<file path="src/rtl/ps2_pkg.sv">
// ============================================================================
// Module      : ps2_pkg
// Description : Shared types and constants for the PS/2 scancode receiver.
// Revision    : 1.0 - initial release
// ============================================================================
`default_nettype none

package ps2_pkg;

  typedef enum logic [1:0] {
    IDLE   = 2'd0,
    DATA   = 2'd1,
    PARITY = 2'd2,
    STOP   = 2'd3
  } ps2_state_t;

  localparam logic [7:0] PS2_BREAK_CODE = 8'hF0;
  localparam logic [7:0] PS2_EXT_CODE   = 8'hE0;

  localparam int PS2_FILTER_LEN_DEF     = 4;
  localparam int PS2_TIMEOUT_CYCLES_DEF = 100000;

endpackage

`default_nettype wire

</file>
<file path="src/rtl/ps2_input_filter.sv">
// ============================================================================
// Module      : ps2_input_filter
// Description : Synchroniser, glitch filter and falling-edge pulse for ps2_clk.
// Revision    : 1.0 - initial release
// ============================================================================
`default_nettype none

module ps2_input_filter
  import ps2_pkg::*;
#(
  parameter int FILTER_LEN = PS2_FILTER_LEN_DEF
) (
  input  logic clk,
  input  logic rst,
  input  logic i_ps2_clk,
  output logic o_fall
);

  localparam int               CNT_W      = $clog2(FILTER_LEN + 1);
  localparam logic [CNT_W-1:0] c_cnt_last = CNT_W'(FILTER_LEN - 1);

  logic [1:0]       r_sync;
  logic             r_filt;
  logic [CNT_W-1:0] r_cnt;
  logic             r_fall;

  // Filtered level only follows the synchronised input after FILTER_LEN
  // consecutive disagreeing samples; any agreement restarts the run.
  always_ff @(posedge clk) begin
    if (rst) begin
      r_sync <= 2'b11;
      r_filt <= 1'b1;
      r_cnt  <= '0;
      r_fall <= 1'b0;
    end else begin
      r_sync <= {r_sync[0], i_ps2_clk};
      r_fall <= 1'b0;
      if (r_sync[1] != r_filt) begin
        if (r_cnt == c_cnt_last) begin
          r_filt <= r_sync[1];
          r_cnt  <= '0;
          r_fall <= ~r_sync[1];
        end else begin
          r_cnt <= r_cnt + 1'b1;
        end
      end else begin
        r_cnt <= '0;
      end
    end
  end

  assign o_fall = r_fall;

endmodule

`default_nettype wire

</file>
<file path="src/rtl/ps2_scancode_receiver.sv">
// ============================================================================
// Module      : ps2_scancode_receiver
// Description : PS/2 frame receiver delivering make codes; drops F0 xx and E0.
//               Optional odd-parity check enabled by PS2_PARITY_CHECK_EN.
// Revision    : 1.0 - initial release
// ============================================================================
`default_nettype none

module ps2_scancode_receiver
  import ps2_pkg::*;
#(
  parameter int FILTER_LEN     = PS2_FILTER_LEN_DEF,
  parameter int TIMEOUT_CYCLES = PS2_TIMEOUT_CYCLES_DEF
) (
  input  logic       clk,
  input  logic       rst,
  input  logic       ps2_clk,
  input  logic       ps2_data,
  output logic [7:0] code_out,
  output logic       code_valid,
  output logic       frame_err
);

  localparam int               TMO_W      = $clog2(TIMEOUT_CYCLES + 1);
  localparam logic [TMO_W-1:0] c_tmo_last = TMO_W'(TIMEOUT_CYCLES - 1);

  logic             w_sample;
  logic [1:0]       r_data_sync;
  logic             w_data;

  ps2_state_t       r_state, w_state_nxt;
  logic [2:0]       r_bit_cnt, w_bit_cnt_nxt;
  logic [7:0]       r_shift, w_shift_nxt;
  logic [TMO_W-1:0] r_tmo_cnt, w_tmo_nxt;
  logic             r_break_pending, w_break_nxt;
  logic [7:0]       r_code_out, w_code_nxt;
  logic             r_code_valid, w_valid_nxt;
  logic             r_frame_err, w_err_nxt;
  logic             w_stop_ok;

  ps2_input_filter #(
    .FILTER_LEN (FILTER_LEN)
  ) u_clk_filter (
    .clk       (clk),
    .rst       (rst),
    .i_ps2_clk (ps2_clk),
    .o_fall    (w_sample)
  );

  always_ff @(posedge clk) begin
    if (rst) begin
      r_data_sync <= 2'b11;
    end else begin
      r_data_sync <= {r_data_sync[0], ps2_data};
    end
  end

  assign w_data = r_data_sync[1];

`ifdef PS2_PARITY_CHECK_EN
  logic r_par_ok, w_par_ok_nxt;

  always_ff @(posedge clk) begin
    if (rst) begin
      r_par_ok <= 1'b0;
    end else begin
      r_par_ok <= w_par_ok_nxt;
    end
  end

  always_comb begin
    w_par_ok_nxt = r_par_ok;
    if (r_state == PARITY && w_sample) begin
      w_par_ok_nxt = ^{r_shift, w_data};
    end
  end

  assign w_stop_ok = w_data & r_par_ok;
`else
  assign w_stop_ok = w_data;
`endif

  always_ff @(posedge clk) begin
    if (rst) begin
      r_state         <= IDLE;
      r_bit_cnt       <= '0;
      r_shift         <= '0;
      r_tmo_cnt       <= '0;
      r_break_pending <= 1'b0;
      r_code_out      <= 8'h00;
      r_code_valid    <= 1'b0;
      r_frame_err     <= 1'b0;
    end else begin
      r_state         <= w_state_nxt;
      r_bit_cnt       <= w_bit_cnt_nxt;
      r_shift         <= w_shift_nxt;
      r_tmo_cnt       <= w_tmo_nxt;
      r_break_pending <= w_break_nxt;
      r_code_out      <= w_code_nxt;
      r_code_valid    <= w_valid_nxt;
      r_frame_err     <= w_err_nxt;
    end
  end

  always_comb begin
    w_state_nxt   = r_state;
    w_bit_cnt_nxt = r_bit_cnt;
    w_shift_nxt   = r_shift;
    w_tmo_nxt     = '0;
    w_break_nxt   = r_break_pending;
    w_code_nxt    = r_code_out;
    w_valid_nxt   = 1'b0;
    w_err_nxt     = 1'b0;

    if (r_state != IDLE && !w_sample) begin
      w_tmo_nxt = r_tmo_cnt + 1'b1;
    end

    case (r_state)
      IDLE: begin
        if (w_sample && !w_data) begin
          w_state_nxt   = DATA;
          w_bit_cnt_nxt = '0;
        end
      end
      DATA: begin
        if (w_sample) begin
          w_shift_nxt = {w_data, r_shift[7:1]};
          if (r_bit_cnt == 3'd7) begin
            w_state_nxt   = PARITY;
            w_bit_cnt_nxt = '0;
          end else begin
            w_bit_cnt_nxt = r_bit_cnt + 1'b1;
          end
        end
      end
      PARITY: begin
        if (w_sample) begin
          w_state_nxt = STOP;
        end
      end
      STOP: begin
        if (w_sample) begin
          w_state_nxt = IDLE;
          if (w_stop_ok) begin
            if (r_shift == PS2_BREAK_CODE) begin
              w_break_nxt = 1'b1;
            end else if (r_shift != PS2_EXT_CODE) begin
              if (r_break_pending) begin
                w_break_nxt = 1'b0;
              end else begin
                w_code_nxt  = r_shift;
                w_valid_nxt = 1'b1;
              end
            end
          end else begin
            w_err_nxt = 1'b1;
          end
        end
      end
      default: w_state_nxt = IDLE;
    endcase

    // A sample event in the same cycle takes precedence over expiry.
    if (r_state != IDLE && !w_sample && r_tmo_cnt == c_tmo_last) begin
      w_state_nxt   = IDLE;
      w_bit_cnt_nxt = '0;
      w_tmo_nxt     = '0;
      w_err_nxt     = 1'b1;
    end
  end

  assign code_out   = r_code_out;
  assign code_valid = r_code_valid;
  assign frame_err  = r_frame_err;

endmodule

`default_nettype wire
</file>
<file path="config.mk">
export PLATFORM = sky130hd
export DESIGN_NAME = ps2_scancode_receiver
export DESIGN_NICKNAME = d
export VERILOG_FILES = /design/src/rtl/ps2_pkg.sv /design/src/rtl/ps2_input_filter.sv /design/src/rtl/ps2_scancode_receiver.sv
export SDC_FILE = /design/constraint.sdc
export NUM_CORES = 1
export LEC_CHECK = 0
export ABC_AREA = 1
export CORE_MARGIN = 2
export CORE_UTILIZATION = 58
export DETAILED_ROUTE_END_ITERATION = 6
export PLACE_DENSITY = 0.78
export SETUP_SLACK_MARGIN = 0.4
export SYNTH_ARGS = -nofsm -noshare
export SYNTH_HDL_FRONTEND = slang
export SYNTH_HIERARCHICAL = 1
export SYNTH_SLANG_ARGS = --single-unit
export TNS_END_PERCENT = 30
</file>
<file path="constraint.sdc">
create_clock -name clk -period 1.9 [get_ports clk]
set_input_delay 0.38 -clock clk [delete_from_list [all_inputs] [get_ports clk]]
set_output_delay 0.38 -clock clk [all_outputs]
set_load 0.02 [all_outputs]
</file>
==> parameters.txt <==
Parameter                              Value

Run status
  Run status    finished clean

Routing
  Remaining antenna violation count after routing    0
  Total routed wirelength    4656 um
  DRT iter0 DRCs    ~150
  Routed via count divided by cell count    5.421
  Vias after detailed routing    just under 2k
  DRC violation count after routing    0
  Average routed wire per standard cell    12.72 um
  Iteration count of the initial detailed-routing pass    5

Synthesis
  Area share of fa/ha/maj cells after synthesis    5.640%
  Post-synthesis simple-gate area fraction    between 30% and 40%
  Number of different library cells in the post-synthesis netlist    23
  Nets in the synthesized netlist    306
  Share of the synthesized area in compound gates (AO/OA/AOI/OAI)    8.122%
  Most area-hungry cell type in the Yosys netlist    sky130_fd_sc_hd__dfxtp_1
  Top post-synthesis cells by area    sky130_fd_sc_hd__dfxtp_1, sky130_fd_sc_hd__nor2_1, sky130_fd_sc_hd__nand2_1, sky130_fd_sc_hd__ha_1, sky130_fd_sc_hd__inv_1
  Synth Cell Area    2218 um2
  Synthesized area per cell    7.597 um2
  Area share of xor/xnor cells in the synthesized design    3.948%
  Multiplexer fraction of the synthesized cell area    0%
  Area share of the largest cell type after synthesis    a little under half
  Combinational family with the most area after synthesis    simple AND/OR/NAND/NOR gates
  Sequential area share after synthesis    45.12%
  Warnings from Yosys    6
  Number of instances in the synthesized netlist    292
  Number of storage elements in the synthesis netlist    50

Timing
  Post-route minimum period    ~1.6 ns
  Accumulated negative setup slack    0 ns
  Post-Route Skew    roughly 0.0093 ns
  Total count of hold-check failures in the final report    0
  Worst setup slack after layout    0.2667 ns
  Relative slew margins    75.72%
  Worst slew pin tran    ~0.36 ns
  Setup-violating endpoint count in the final report    0
  Max Clk Rate    612.2 MHz
  Final worst-path cycle share    about 86%
  Slew Viols, Final    0
  RSZ-0062 raised after global routing    true

Placement
  GP Congestion    around 0.86
  Number of cells in the design after placement    roughly 350
  Detailed placer's ending HPWL    3031 um
  Post-Place Setup Slack    roughly 0.20 ns
  Port-buffer cells    13

CTS
  Clock tree root driver cell    sky130_fd_sc_hd__clkbuf_8
  CTS tree    yes
  Clock-pin slew on the worst setup and hold paths    roughly 0.090 ns
  Insertion delay to the later sink of the worst-skew pair    0.31 ns
  H-tree depth reported by CTS    2
  Max Root-Sink Buffers    2
  Number of hold buffers added after cts    0
  TritonCTS Sinks    50
  Clock buffer count from CTS    5

Worst setup path
  CP cell instances    clkdlybuf4s50_1
  Critical path buffer and inverter count    1
  Maximum fanout encountered on the critical timing path    2
  Nature of the critical path endpoint    primary output
  Cell with the largest stage delay on the worst path    sky130_fd_sc_hd__clkdlybuf4s50_1
  Data arrival time of the critical path    between 1 and 1.5 ns
  Slowest stage delay, CP    around 0.60 ns
  Setup slack of the most critical reg-to-reg path    0.39 ns
  Category of cells accounting for the largest share of critical-path delay    buffers and inverters
  Critical path launch point type    register
  Type of the setup path with the least slack    reg -> out
  Worst endpoint required time    1.52 ns

Floorplan
  Boundary Pins    14
  Die height    65.85 um
  Die span in x    approximately 66 um
  Die ar.    4336 um2
  Core region area    3661 um2
  Cell row count    22
  Initial Utilization    60.59%

Power
  Static leakage    0.9815 nW
  Power density normalized to cell area    roughly 730 nW/um2
  Peak ir drop on the vdd network    0.0006720 V

Global route
  Number of antenna violations at the first check in global routing    0
  First-pass GRT wire length    7969 um
  Number of global-route vias before repair    1,852
  Largest net degree at the start of global routing    17
  Total routing resource utilization after global routing    between 20% and 30%
  Total overflow reported by the global router    0

Cells and area
  Synth-to-Final Area Change    22.56%
  Number of inserted diodes    0
  Final non-filler cell total    ~370
  Fraction of final layout cells with drive strength greater than 1    between 10% and 20%
  Number of nets in the layout    approximately 330

Hold path
  Path category of the worst min-delay check    reg -> reg

Run
  Reported max-cap violation count    0
[final timing paths]
kind | start | cells past startpoint | end
worst max-delay path | code_out[7] | 1 | code_out[7]
worst min-delay path | r_data_sync[0] | 1 | r_data_sync[1]
worst max register to register | r_state[1] | 8 | r_tmo_cnt[4]
worst min register to register | r_data_sync[0] | 1 | r_data_sync[1]
[area by class of cell]
type                    count  area (um2)
clock buffers               5       68.82
repair buffers             19       176.4
flip-flops and latches     50        1010
well taps                  48       60.06
inverters                  36       142.6
multi-input cells         205        1192
clock inverters             3       68.82
fillers                   266       942.2
[flip-flops by register name, indices dropped and copies added (netlist names)]
register	cells
r_bit_cnt	3
r_shift	8
code_valid	1
u_clk_filter/r_sync	2
r_tmo_cnt	17
r_state	2
r_data_sync	2
code_out	8
r_break_pending	1
frame_err	1
u_clk_filter/r_filt	1
u_clk_filter/r_cnt	3
u_clk_filter/o_fall	1
[cells in the mapped netlist]
cell,n
sky130_fd_sc_hd__nor2_1,54
sky130_fd_sc_hd__dfxtp_1,50
sky130_fd_sc_hd__nand2_1,43
sky130_fd_sc_hd__inv_1,33
sky130_fd_sc_hd__a21oi_1,21
sky130_fd_sc_hd__nand3_1,20
sky130_fd_sc_hd__o21ai_0,15
sky130_fd_sc_hd__nand4_1,12
sky130_fd_sc_hd__ha_1,10
sky130_fd_sc_hd__or2_2,5
sky130_fd_sc_hd__xnor2_1,5
sky130_fd_sc_hd__xor2_1,5
sky130_fd_sc_hd__nand3_2,3
sky130_fd_sc_hd__nor2_2,3
sky130_fd_sc_hd__nor3_1,3
sky130_fd_sc_hd__clkbuf_1,2
sky130_fd_sc_hd__clkinv_1,2
sky130_fd_sc_hd__buf_6,1
sky130_fd_sc_hd__inv_2,1
sky130_fd_sc_hd__nand2_2,1
sky130_fd_sc_hd__nand4_2,1
sky130_fd_sc_hd__nor2_4,1
sky130_fd_sc_hd__or2_0,1
[cells by family after synthesis]
logic type	count (synthesis)
XOR/XNOR	10
AO/OA/AOI/OAI	36
flip-flops	50
AND/OR/NAND/NOR	147
buffers and inverters	39
adder cells (fa/ha/maj)	10
[layout by cell type, fill, tap and decap left out, drive strengths merged]
master,Yosys,routed
nor2,58,58
dfxtp,50,50
nand2,44,44
inv,34,33
nand3,23,25
a21oi,21,21
o21ai,15,15
nand4,13,13
clkdlybuf4s50,0,11
ha,10,10
buf,1,6
or2,6,6
xnor2,5,5
xor2,5,5
clkbuf,2,5
nor3,3,3
clkinvlp,0,2
bufinv,0,2
clkinv,2,2
dlymetal6s2s,0,1
dlygate4sd2,0,1
[power by group]
part / internal [W] / switching, W / leakage (nW) / total (W)
sequential: 0.00105 / 0.00000241 / 0.406 / 0.00105
combinational: 0.0000180 / 0.0000230 / 0.507 / 0.0000410
clock: 0.000527 / 0.000354 / 0.0683 / 0.000882
[timing repair]
item / CTS / global route
setup buffers: 1 / 2
gates cloned: 2 / 0
endpoints found under the setup margin: 32 / 49
pin swaps: 1 / 5
gates resized for setup: 6 / 30
[metal layers]
metal	vias to the layer above	global-route usage, %	routed length, um
li1	995	-	-
met1	916	29.76	2009
met2	66	38.76	2329
met3	7	5.622	263
met4	0	11.46	54
met5	-	0	0
[metrics by stage]
step / util, % / power, W / cell area, um2 / hold WS [ns]
3_5_place_dp: 65.89 / 0.001115 / 2412 / 0.3936
3_3_place_gp: 65.89 / 0.001114 / 2412 / 0.3908
6_report: 74.27 / 0.001974 / 2719 / 0.4139
5_1_grt: 74.27 / 0.002045 / 2719 / 0.4313
4_1_cts: 70.85 / 0.001994 / 2594 / 0.4158
2_1_floorplan: - / 0.001097 / 2218 / 0.3895
No activity file was read; power rests on OpenSTA's default activity.
